--- src/rtl/if_fetch_stage.sv ---
// if_fetch_stage: instruction-fetch stage of the 5-stage 32-bit pipeline.
// Holds the PC register, a single-outstanding instruction-memory request FSM,
// a one-entry hold buffer for responses that arrive while decode is stalled,
// and the IF/ID pipeline register.
// Optional build macro: IF_FETCH_PERF_CNT_EN adds the perf_stall_cycles and
// perf_killed_fetches counters and their output ports.
//
// Handshake: a fetch request is transferred on a rising edge where both
// imem_req_valid and imem_req_ready are high; imem_req_addr is stable while
// imem_req_valid is high. The memory answers with exactly one imem_rsp_valid
// pulse per accepted request; there is no ready on the response side, and
// responses are only looked at while a request is outstanding (S_WAIT).
module if_fetch_stage #(
    parameter logic [31:0] RESET_PC  = 32'h0000_0000,
    parameter logic [31:0] NOP_INSTR = 32'h0000_0000
) (
    input  logic        clk,
    input  logic        reset,
    input  logic        pcWrite,
    input  logic        ifid_writeReg,
    input  logic        ifid_flush,
    input  logic        redirect_valid,
    input  logic [31:0] redirect_pc,
    output logic        imem_req_valid,
    output logic [31:0] imem_req_addr,
    input  logic        imem_req_ready,
    input  logic        imem_rsp_valid,
    input  logic [31:0] imem_rsp_data,
    output logic [31:0] IF_ID_instr,
    output logic [31:0] IF_ID_pcPlus4,
    output logic        IF_ID_valid,
    output logic [4:0]  IF_ID_regRs,
    output logic [4:0]  IF_ID_regRt,
    output logic [1:0]  fetchState
`ifdef IF_FETCH_PERF_CNT_EN
    ,
    output logic [31:0] perf_stall_cycles,
    output logic [31:0] perf_killed_fetches
`endif
);

    typedef enum logic [1:0] {
        S_REQ  = 2'd0,
        S_WAIT = 2'd1,
        S_HOLD = 2'd2
    } fetch_state_t;

    fetch_state_t state;
    logic [31:0]  pc;
    logic [31:0]  fetchPc;
    logic [31:0]  fetchPcPlus4;
    logic [31:0]  redirTarget;
    logic [31:0]  holdBuf;
    logic         kill;
    logic         deliverOk;
    logic         deliver;
    logic         dropRsp;
    logic [31:0]  deliverInstr;
    logic         unusedRedirBits;

    // The low two bits of a redirect target are forced to zero.
    assign redirTarget     = {redirect_pc[31:2], 2'b00};
    assign unusedRedirBits = ^redirect_pc[1:0];
    assign fetchPcPlus4    = fetchPc + 32'd4;
    assign deliverOk       = pcWrite & ifid_writeReg & ~redirect_valid;

    // Decide whether this cycle hands an instruction to decode or drops a response.
    always_comb begin
        deliver      = 1'b0;
        dropRsp      = 1'b0;
        deliverInstr = holdBuf;
        case (state)
            S_WAIT: begin
                if (imem_rsp_valid) begin
                    if (kill || redirect_valid) begin
                        dropRsp = 1'b1;
                    end else if (deliverOk) begin
                        deliver      = 1'b1;
                        deliverInstr = imem_rsp_data;
                    end
                end
            end
            S_HOLD: begin
                if (!redirect_valid && deliverOk) begin
                    deliver = 1'b1;
                end
            end
            default: begin
            end
        endcase
    end

    // Request FSM: issue, wait for the single outstanding response, or park it.
    always_ff @(posedge clk) begin
        if (reset) begin
            state   <= S_REQ;
            kill    <= 1'b0;
            fetchPc <= RESET_PC;
            holdBuf <= 32'd0;
        end else begin
            case (state)
                S_REQ: begin
                    if (imem_req_ready) begin
                        fetchPc <= pc;
                        state   <= S_WAIT;
                        // The request in flight is for the old PC; mark it stale.
                        if (redirect_valid) begin
                            kill <= 1'b1;
                        end
                    end
                end
                S_WAIT: begin
                    if (imem_rsp_valid) begin
                        if (dropRsp) begin
                            kill  <= 1'b0;
                            state <= S_REQ;
                        end else if (deliver) begin
                            state <= S_REQ;
                        end else begin
                            holdBuf <= imem_rsp_data;
                            state   <= S_HOLD;
                        end
                    end else if (redirect_valid) begin
                        kill <= 1'b1;
                    end
                end
                S_HOLD: begin
                    if (redirect_valid || deliver) begin
                        state <= S_REQ;
                    end
                end
                default: begin
                    state <= S_REQ;
                end
            endcase
        end
    end

    // PC: a redirect always wins; otherwise advance past a delivered fetch.
    always_ff @(posedge clk) begin
        if (reset) begin
            pc <= RESET_PC;
        end else if (redirect_valid) begin
            pc <= redirTarget;
        end else if (deliver) begin
            pc <= fetchPcPlus4;
        end
    end

    // IF/ID register: flush, then delivery, then bubble, else hold.
    always_ff @(posedge clk) begin
        if (reset) begin
            IF_ID_instr   <= NOP_INSTR;
            IF_ID_pcPlus4 <= 32'd0;
            IF_ID_valid   <= 1'b0;
        end else if (ifid_flush) begin
            IF_ID_instr <= NOP_INSTR;
            IF_ID_valid <= 1'b0;
        end else if (deliver) begin
            IF_ID_instr   <= deliverInstr;
            IF_ID_pcPlus4 <= fetchPcPlus4;
            IF_ID_valid   <= 1'b1;
        end else if (ifid_writeReg) begin
            IF_ID_instr <= NOP_INSTR;
            IF_ID_valid <= 1'b0;
        end
    end

`ifdef IF_FETCH_PERF_CNT_EN
    // Count cycles where a fetched instruction waits on decode, and dropped responses.
    always_ff @(posedge clk) begin
        if (reset) begin
            perf_stall_cycles   <= 32'd0;
            perf_killed_fetches <= 32'd0;
        end else begin
            if ((state == S_HOLD) ||
                ((state == S_WAIT) && imem_rsp_valid && !deliverOk && !kill)) begin
                perf_stall_cycles <= perf_stall_cycles + 32'd1;
            end
            if (dropRsp) begin
                perf_killed_fetches <= perf_killed_fetches + 32'd1;
            end
        end
    end
`endif

    // No request may be presented while reset is held.
    assign imem_req_valid = (state == S_REQ) && !reset;
    assign imem_req_addr  = pc;
    assign IF_ID_regRs    = IF_ID_instr[25:21];
    assign IF_ID_regRt    = IF_ID_instr[20:16];
    assign fetchState     = state;

endmodule

--- config.mk ---
export PLATFORM = sky130hd
export DESIGN_NAME = if_fetch_stage
export DESIGN_NICKNAME = d
export VERILOG_FILES = /design/src/rtl/if_fetch_stage.sv
export SDC_FILE = /design/constraint.sdc
export NUM_CORES = 1
export LEC_CHECK = 0
export CAP_MARGIN = 20
export CORE_MARGIN = 4
export CORE_UTILIZATION = 55
export CTS_CLUSTER_DIAMETER = 60
export DETAILED_ROUTE_END_ITERATION = 6
export DONT_BUFFER_PORTS = 1
export HOLD_SLACK_MARGIN = 0.05
export PLACE_DENSITY = 0.68
export SLEW_MARGIN = 20
export SYNTH_ARGS = -nofsm -noshare
export SYNTH_HDL_FRONTEND = slang
export SYNTH_SLANG_ARGS = --single-unit
--- constraint.sdc ---
create_clock -name clk -period 5.3 [get_ports clk]
set_input_delay 0.265 -clock clk [delete_from_list [all_inputs] [get_ports clk]]
set_output_delay 0.265 -clock clk [all_outputs]
set_load 0.005 [all_outputs]
Word level (Yosys, flattened, before mapping)

Cells that the tools add are included.

Bits in registers: 164
Output and inout port bits: 110
Logic and storage cells: 68

Bitwise logic cells: 6
Add/sub/neg operators: 1
Reduce and logical (&&, ||, !) cells: 17
Eq/ne operators: 6
Muxes and demuxes: 29

Operators by type and width:

| kind                                                | count |
|---|---|
| two-way mux 32 bit                                  | 8 |
| adder 32 x 3 -> 32 bit, second input constant       | 1 |
| two-way mux 1 bit                                   | 13 |
| two-way mux 2 bit                                   | 5 |
| != test 2 bit, second input constant                | 3 |
| case mux 2 bit (3 select lines)                     | 1 |
| AND reduction 3 bit                                 | 2 |
| nonzero test 2 bit                                  | 3 |
| NOT 1 bit                                           | 4 |
| case mux 1 bit (2 select lines)                     | 2 |
| AND reduction 2 bit                                 | 2 |
| AND reduction 4 bit                                 | 1 |
| OR reduction 2 bit                                  | 2 |
| != test 3 bit, second input constant                | 1 |
| bitwise AND 1 bit                                   | 2 |
| equality test 2 x 1 -> 1 bit, second input constant | 1 |
| equality test 2 bit, second input constant          | 1 |
| logical AND 1 bit                                   | 2 |
| logical NOT 1 bit                                   | 2 |
| logical NOT 2 bit                                   | 1 |
| logical OR 1 bit                                    | 2 |

Depth between registers and ports, before layout

Gate-level depths: netlist of run 1.

Word-level depth: 10
Gate-level depth with buffers: 9
Mapped depth without buffers: 7

Worst setup path before layout of run 1

Ideal clock, no wire load.

Path type: register to register
Start point: reg state[1], in the netlist fetchState[1]
End point: reg IF_ID_instr[1]
Arrival time: 1,786 ps
Slack: 3,399 ps
Cell stages (with the launch flop): 10
Period minus slack after synthesis: 1,901 ps
Required time: 5,185 ps
Path buffers: 2
Cells stage by stage: dfxtp_1 inv_1 ha_1 and4bb_2 and3_1 buf_2 buf_2 mux2i_1 o2bb2ai_1 and2_1

Word-level cells in the longest chain between the ends: 3
Elaborated cells on any way between the ends: 6
Classes of those cells: eq/ne (2); mux (3); reduce/logical (1)

RTL lines:

| element                                                                      | line | source |
|---|---|---|
| from (decl)                                                                  | 48   | `fetch_state_t state;` |
| from (signal assigned)                                                       | 96   | `state <= S_REQ;` |
| from (signal assigned)                                                       | 105  | `state <= S_WAIT;` |
| from (signal assigned)                                                       | 116  | `state <= S_REQ;` |
| equality test 2 bit / equality test 2 x 1 -> 1 bit (equally long branches)   | 72   | `case (state)` |
| case mux 1 bit (2 select lines) / two-way mux 32 bit (equally long branches) | 72   |  |
| two-way mux 32 bit / nonzero test 2 bit (equally long branches)              | n/a  |  |
| to (signal assigned)                                                         | 160  | `IF_ID_instr <= deliverInstr;` |
| to (decl)                                                                    | 29   | `output logic [31:0] IF_ID_instr,` |

Parallel ways exist; a longest one is shown, timed or not.
A chain may end at the register's enable or synchronous reset.

Worst setup path after layout of run 1

Start point: reg state[1], in the netlist fetchState[1]
End point: reg holdBuf[12]

Word-level cells in the longest chain between the ends: 4
Elaborated cells on any way between the ends: 7
Classes of those cells: eq/ne (2); mux (2); bitwise (2); reduce/logical (1)

RTL lines:

| element                                                                     | line    | source |
|---|---|---|
| equality test 2 bit / equality test 2 x 1 -> 1 bit (equally long branches)  | 72, 101 |  |
| case mux 1 bit (2 select lines) / two-way mux 1 bit (equally long branches) | 72      |  |
| NOT 1 bit (no source line)                                                  | n/a     |  |
| AND reduction 4 bit (no source line) (*)                                    | n/a     |  |
| to (signal assigned)                                                        | 120     | `holdBuf <= imem_rsp_data;` |
| to (decl)                                                                   | 53      | `logic [31:0] holdBuf;` |

Every way passes the cells marked *; elsewhere a longest branch is shown, timed or not.

==> results of run 1 <==
-- power by group through the flow --
stage	sequential (µW)	combinational, µW	clock [µW]
final	1300	177	1240
after CTS	1300	177	1260
after floorplan	1310	123	0
after global routing	1300	195	1310
after global placement	1320	125	0
after detailed placement	1320	131	0
-- kinds of logic after synthesis --
kind of cell / Yosys count
and+or+nand+nor: 308
buffers and inverters: 77
muxes: 36
AOI/OAI and AO/OA: 195
xor gates and xnor gates: 27
DFF: 164
adders and majority gates: 4
-- flip-flops by register name (all words and copies together) (netlist names) --
signal         count
holdBuf           32
IF_ID_valid        1
kill               1
fetchState         2
IF_ID_pcPlus4     32
IF_ID_instr       32
imem_req_addr     32
fetchPc           32
-- worst max-delay path, stage by stage (launching register included) --
cell and delay [ns]:
dfxtp_1 0.35, inv_1 0.12, ha_1 0.25, nand4bb_1 0.32, nor2_2 0.39, buf_4 0.36, nand2_1 0.11, a21oi_1 0.13
dlygate4sd3_1 0.56
-- layout make-up --
cell class,instances,area [µm²],area share
inverter,7,26.3,0.00324
clock buffer,23,488,0.0601
clock inverter,5,100,0.0123
tap,172,215,0.0265
multi-input combinational,570,3490,0.430
timing repair buffer,49,513,0.0632
sequential,164,3280,0.405
-- per-layer routing --
metal  up-vias  global-route usage
met3        37              0.0844
li1       2828                   -
met5         -                   0
met2       220               0.423
met1      2772               0.293
met4         0               0.122
-- cell usage after synthesis, drive strengths merged (2+ instances only) --
cell type	number	share of area
dfxtp	164	0.46
nand2	156	0.083
a21oi	80	0.057
a211oi	50	0.055
clkbuf	48	0.025
nor2	45	0.024
mux2i	36	0.051
and2	33	0.029
o2bb2ai	32	0.040
buf	22	0.019
nand4	16	0.016
xor2	16	0.020
nor2b	15	0.013
a22oi	12	0.013
xnor2	11	0.014
nor3	9	0.0064
nand3	8	0.0057
o22ai	8	0.0071
inv	7	0.0037
nor4	7	0.0092
and3	6	0.0053
a221oi	5	0.0062
ha	4	0.0071
a311oi	3	0.0037
and4	3	0.0037
nand2b	3	0.0027
o21ai	3	0.0021
nor4b	2	0.0046
-- cell usage in the layout (no fill, tap or decap), types with 5 or more instances in the layout --
cell type      instances
a211oi_1              47
a21oi_1               79
a221oi_1               5
a22oi_1               12
and2_1                33
and3_1                 5
buf_4                  5
clkbuf_16             17
dfxtp_1              164
dlygate4sd3_1         42
inv_1                  6
mux2i_1               36
nand2_1              154
nand3_1                8
nand4_1               15
nor2_1                43
nor2b_1               15
nor3_1                 9
nor4_1                 5
o22ai_1                8
o2bb2ai_1             32
xnor2_1               11
xor2_1                16
-- final timing paths --
| path | end | slack [ns] | start | cells past startpoint |
|---|---|---|---|---|
| max | holdBuf[12] | 2.66 | fetchState[1] | 8 |
| min reg2reg | holdBuf[1] | 0.45 | holdBuf[1] | 2 |
| max reg2reg | holdBuf[12] | 2.66 | fetchState[1] | 8 |
| min | imem_req_addr[3] | 0.07 | redirect_pc[3] | 2 |
-- stage by stage --
stage	utilization	setup WS (ns)	cell area, µm²
after floorplan	-	3.40	7070
after global placement	0.558	2.80	7040
after detailed placement	0.561	2.73	7080
after CTS	0.643	2.69	8110
after global routing	0.643	2.49	8120
final	0.643	2.66	8120
-- timing repair --
action	in CTS	in global routing
hold buffers	43	0
endpoints found under the setup margin	0	0
hold endpoints to repair	132	0
resized for setup	0	0
==> flow_summary_export.csv, run 1 <==
group,metric,value,unit
global_route,grt_start_max_net_pins,133,
yosys,synth_top_family_by_area,"simple AND/OR/NAND/NOR gates",
yosys,synth_cell_types,44,
yosys,yosys.area_share.simple,0.210,
die,rows,41,
die,core,0.0126,mm²
global_route,grt_use_total,0.254,
yosys,synth_compound_area_frac,0.186,
yosys,synth_ff_type,"dfxtp_1",
power,pwr-share-comb,0.065,
timing,max_freq,0.378,GHz
global_route,grt_first_pass_wirelength,30.0,mm
detailed_routing,drt_pre_antenna_iters,5,
power,switching_share,0.221,
power,power_density,335,mW/mm²
clock_tree,tritoncts,"built",
detailed_routing,met1_length,7.54,mm
place,dp_cells,919,
yosys,ys_ff_latch,164,
yosys,yosysSeqAreaShare,0.464,
place,place.gp.congestion,0.866,
global_route,gr-total-overflow,0,
critical_path,path_max_fanout,25,
detailed_routing,ant_nets,0,
global_route,grt_pass1_vias,6011,
timing,setup_viol,0,
timing,post-route-min-period,2.64,ns
die,die_area,0.0147,mm²
clock_tree,cts_setup_buffers,0,
power,power.total,2720,µW
timing,grt_setup_unrepaired,"no",
timing,period_share,0.499,
layout,diodes,0,
power,p_switching,601,µW
yosys,synthMuxAreaShare,0.0510,
clock_tree,cts_buffer_depth,2,
clock_tree,clk-insertion-delay-late,0.42,ns
layout,final_nets,885,
detailed_routing,wl_per_cell,18.8,µm
power,pwr-share-seq,0.477,
detailed_routing,wl_met3,1.64,mm
detailed_routing,top_layer,"met4",
critical_path,crit_arrival,3.01,ns
timing,final_max_slew_viol_count,0,
yosys,yosys_warnings,0,
critical_path,worst_setup_path_end_kind,"register",
clock_tree,htree_levels,4,
power,vdd_drop_max,0.221,mV
layout,drive_gt1_frac,0.0599,
detailed_routing,wl,18.6,mm
power,p_int,2120,µW
timing,hold_viol_final,0,
detailed_routing,first_iter_violations,376,
clock_tree,cts_buffers,17,
yosys,syn-cell-area,0.00707,mm²
place,portBuffers,0,
yosys,syn_area_per_cell,8.72,µm²
global_route,antenna_found_initial,0,
critical_path,startpoint_type,"register",
critical_path,worstPathRequired,5.67,ns
timing,relSlewSlack,0.333,
layout,synthToLayoutAreaGrowth,14.8,%
place,hpwl,11.5,mm
power,power_leakage,0.00262,µW
detailed_routing,drc,0,
die,die_h,121,µm
clock_tree,cts-root-buf,"clkbuf_16",
worst_hold_path,hp-class,"in2reg",
yosys,syn_nets,887,
yosys,ys_async_sr_fraction,0,
clock_tree,path_clk_slew,0.06,ns
detailed_routing,vias_per_cell,5.92,
die,io_pins,182,
power,clockPowerShare,0.458,
detailed_routing,vias,5857,
die,start_util,0.560,
timing,finalSetupTns,0,ns
layout,stdcell_count,990,
die,fp.dieW,121,µm
yosys,synthAdderAreaFrac,0.00708,
yosys,synth-xor-area-share,0.0335,
timing,hold-worst-slack,0.0668,ns
outcome,outcome,"finished, final reports clean",
timing,worstMarginPinSlew,1.00,ns
timing,fin_worst_skew,0.00678,ns
detailed_routing,wl_met2,8.91,mm
critical_path,critPathKind,"reg2reg",
layout,fillCellCount,1075,
yosys,synth_edf_count,0,
flow_run,maxCapViolCount,0,
clock_tree,cts_sinks,164,
yosys,synthCells,811,
Note: power is estimated with default switching activity, not from simulation.
==> run 2, diff against run 1 <==
PLACE_DENSITY = 0.71   (was 0.68)
clock period = 2.35 ns   (was 5.3 ns; I/O delays follow)
==> flow_summary_export.csv, run 2 (same netlist as run 1, synthesis figures left out) <==
group,metric,value,unit
worst_hold_path,hold_end,"IF_ID_pcPlus4[1]",
power,p_int,4880,µW
layout,diodes,0,
critical_path,path_buf_inv,3,
detailed_routing,vias_per_cell,5.87,
global_route,gr-usage-met3,0.0853,
power,pwr-share-comb,0.078,
worst_hold_path,min_from,"ifid_flush",
power,p_switching,1410,µW
clock_tree,cts_buffers,17,
die,fp.dieW,121,µm
die,core,0.0126,mm²
clock_tree,cts_buffer_depth,2,
timing,relSlewSlack,0.535,
clock_tree,path_clk_slew,0.06,ns
detailed_routing,wl_per_cell,18.6,µm
critical_path,regToRegSetupSlack,0.11,ns
place,portBuffers,0,
power,vdd_drop_max,0.590,mV
critical_path,crit_path_top_delay_cell,"dlygate4sd3_1",
global_route,gr-total-overflow,0,
detailed_routing,vias,6176,
timing,final_max_slew_viol_count,0,
critical_path,startpoint_type,"register",
die,rows,41,
clock_tree,htree_levels,4,
power,power_leakage,0.00293,µW
worst_hold_path,hold_path_depth,4,
layout,final_cell_mix,"dfxtp_1 (163), nand2_1 (155), dlygate4sd3_1 (84), a21oi_1 (78), a211oi_1 (47)",
global_route,grt_use_total,0.263,
timing,hold_viol_final,0,
timing,period_share,0.952,
global_route,antenna_found_initial,0,
die,io_pins,182,
global_route,grt_use_met2,0.451,
die,die_h,121,µm
power,switching_share,0.225,
timing,max_freq,0.447,GHz
layout,final_nets,946,
place,place.gp.congestion,0.791,
detailed_routing,drt_pre_antenna_iters,5,
global_route,grt_first_pass_wirelength,31.0,mm
place,dpl_cell_area,0.00718,mm²
layout,synthToLayoutAreaGrowth,23.5,%
layout,drive_gt1_frac,0.0818,
critical_path,path_delay_family,"buffers and inverters",
critical_path,critPathKind,"reg2reg",
clock_tree,cts_sinks,164,
flow_run,maxCapViolCount,0,
critical_path,rr_startpoint,"fetchState[0]",
timing,worstMarginPinSlew,0.697,ns
timing,timing.final.ws_setup,0.112,ns
global_route,use_met1,0.300,
detailed_routing,wl,19.6,mm
clock_tree,clk-insertion-delay-late,0.42,ns
global_route,grt_busiest_layer,"met2",
clock_tree,tritoncts,"built",
critical_path,crit_arrival,2.58,ns
outcome,outcome,"finished, final reports clean",
critical_path,rr_worst_depth,8,
power,pwr-share-seq,0.465,
detailed_routing,ant_nets,0,
die,start_util,0.560,
place,pre_cts_ws,0.153,ns
clock_tree,cts-root-buf,"clkbuf_16",
die,die_area,0.0147,mm²
place,hpwl,11.8,mm
layout,final_common_cell,"dfxtp_1",
worst_hold_path,hp-class,"in2reg",
critical_path,worstPathRequired,2.70,ns
detailed_routing,first_iter_violations,376,
timing,fin_worst_skew,0.00662,ns
power,clockPowerShare,0.457,
critical_path,worst_setup_path_end_kind,"register",
layout,fin_area,0.00873,mm²
critical_path,cpPeakStageDelay,0.56,ns
timing,setup_viol,0,
global_route,grt_start_max_net_pins,118,
power,power_density,720,mW/mm²
critical_path,worstPathCellList,"inv_1, ha_1, nand4b_1, a21oi_4, buf_6, a22oi_1, dlygate4sd3_1, a21oi_1",
global_route,grt_pass1_vias,6277,
critical_path,path_max_fanout,4,
layout,final_util,0.692,
timing,post-route-min-period,2.24,ns
critical_path,r2r_end,"imem_req_addr[3]",
detailed_routing,drc,0,
==> run 2: cell count changes in the layout (fill, tap and decap cells not counted), sizes merged <==
cell	before	now
bufinv	3	4
clkbuf	23	19
dlygate4sd3	42	84
o21ai	3	4
clkinvlp	0	3
buf	7	25
clkinv	2	3
==> run 2: worst register-to-register path, delay by kind of cell (launching register included) <==
family          cells  cell delay, ns
buf+inv             3            0.76
flops               1            0.37
fa+ha+maj           1            0.30
simple gates        1            0.27
compound gates      3            0.46
==> run 2: through the flow <==
stage	hold slack [ns]	power, µW	instances	TNS (ns)
after floorplan	0.197	3240	811	0
after global placement	0.197	3280	933	0
after detailed placement	0.201	3290	933	0
after CTS	0.0821	6310	1048	0
after global routing	0.115	6500	1052	-0.0221
final	0.0916	6290	1052	0
==> run 2: layout make-up <==
cell class              instances  area [µm²]
clock inverters                10         158
multi-input cells             571        3500
flip-flops and latches        164        3290
fillers                       968        3890
repair buffers                109        1090
clock buffers                  19         453
well taps                     172         215
inverters                       7        26.3
==> run 2: per-layer routing <==
metal	share of wire	up-vias	routed length (µm)
li1	-	2955	-
met1	0.40	2920	7850
met2	0.49	251	9680
met3	0.079	50	1540
met4	0.027	0	537
met5	0	-	0
==> run 2: timing repair <==
action                     in CTS  in global routing
hold endpoints to repair      164                  0
buffers inserted                0                  3
resized for setup               0                  7
hold buffers                   86                  0
setup endpoints to repair       0                  7
==> run 2: worst max-delay path by stage <==
| stage | startpoint | end | slack [ns] | cells after the start |
|---|---|---|---|---|
| 6_report | fetchState[0] | imem_req_addr[3] | 0.11 | 8 |
| 5_1_grt | fetchState[0] | imem_req_addr[3] | -0.02 | 8 |
| 4_1_cts | fetchState[0] | imem_req_addr[3] | 0.03 | 8 |
| 3_5_place_dp | fetchState[0] | IF_ID_instr[29] | 0.15 | 6 |
| 3_3_place_gp | fetchState[0] | IF_ID_instr[2] | 0.21 | 6 |
| 2_1_floorplan | fetchState[1] | IF_ID_instr[1] | 0.45 | 9 |
==> run 2: power by group through the flow <==
stage	logic, µW	clock network, µW	registers (µW)
floorplan	276	0	2960
global placement	298	0	2980
detailed placement	310	0	2980
CTS	480	2910	2920
global route	532	3040	2930
finish	491	2880	2920
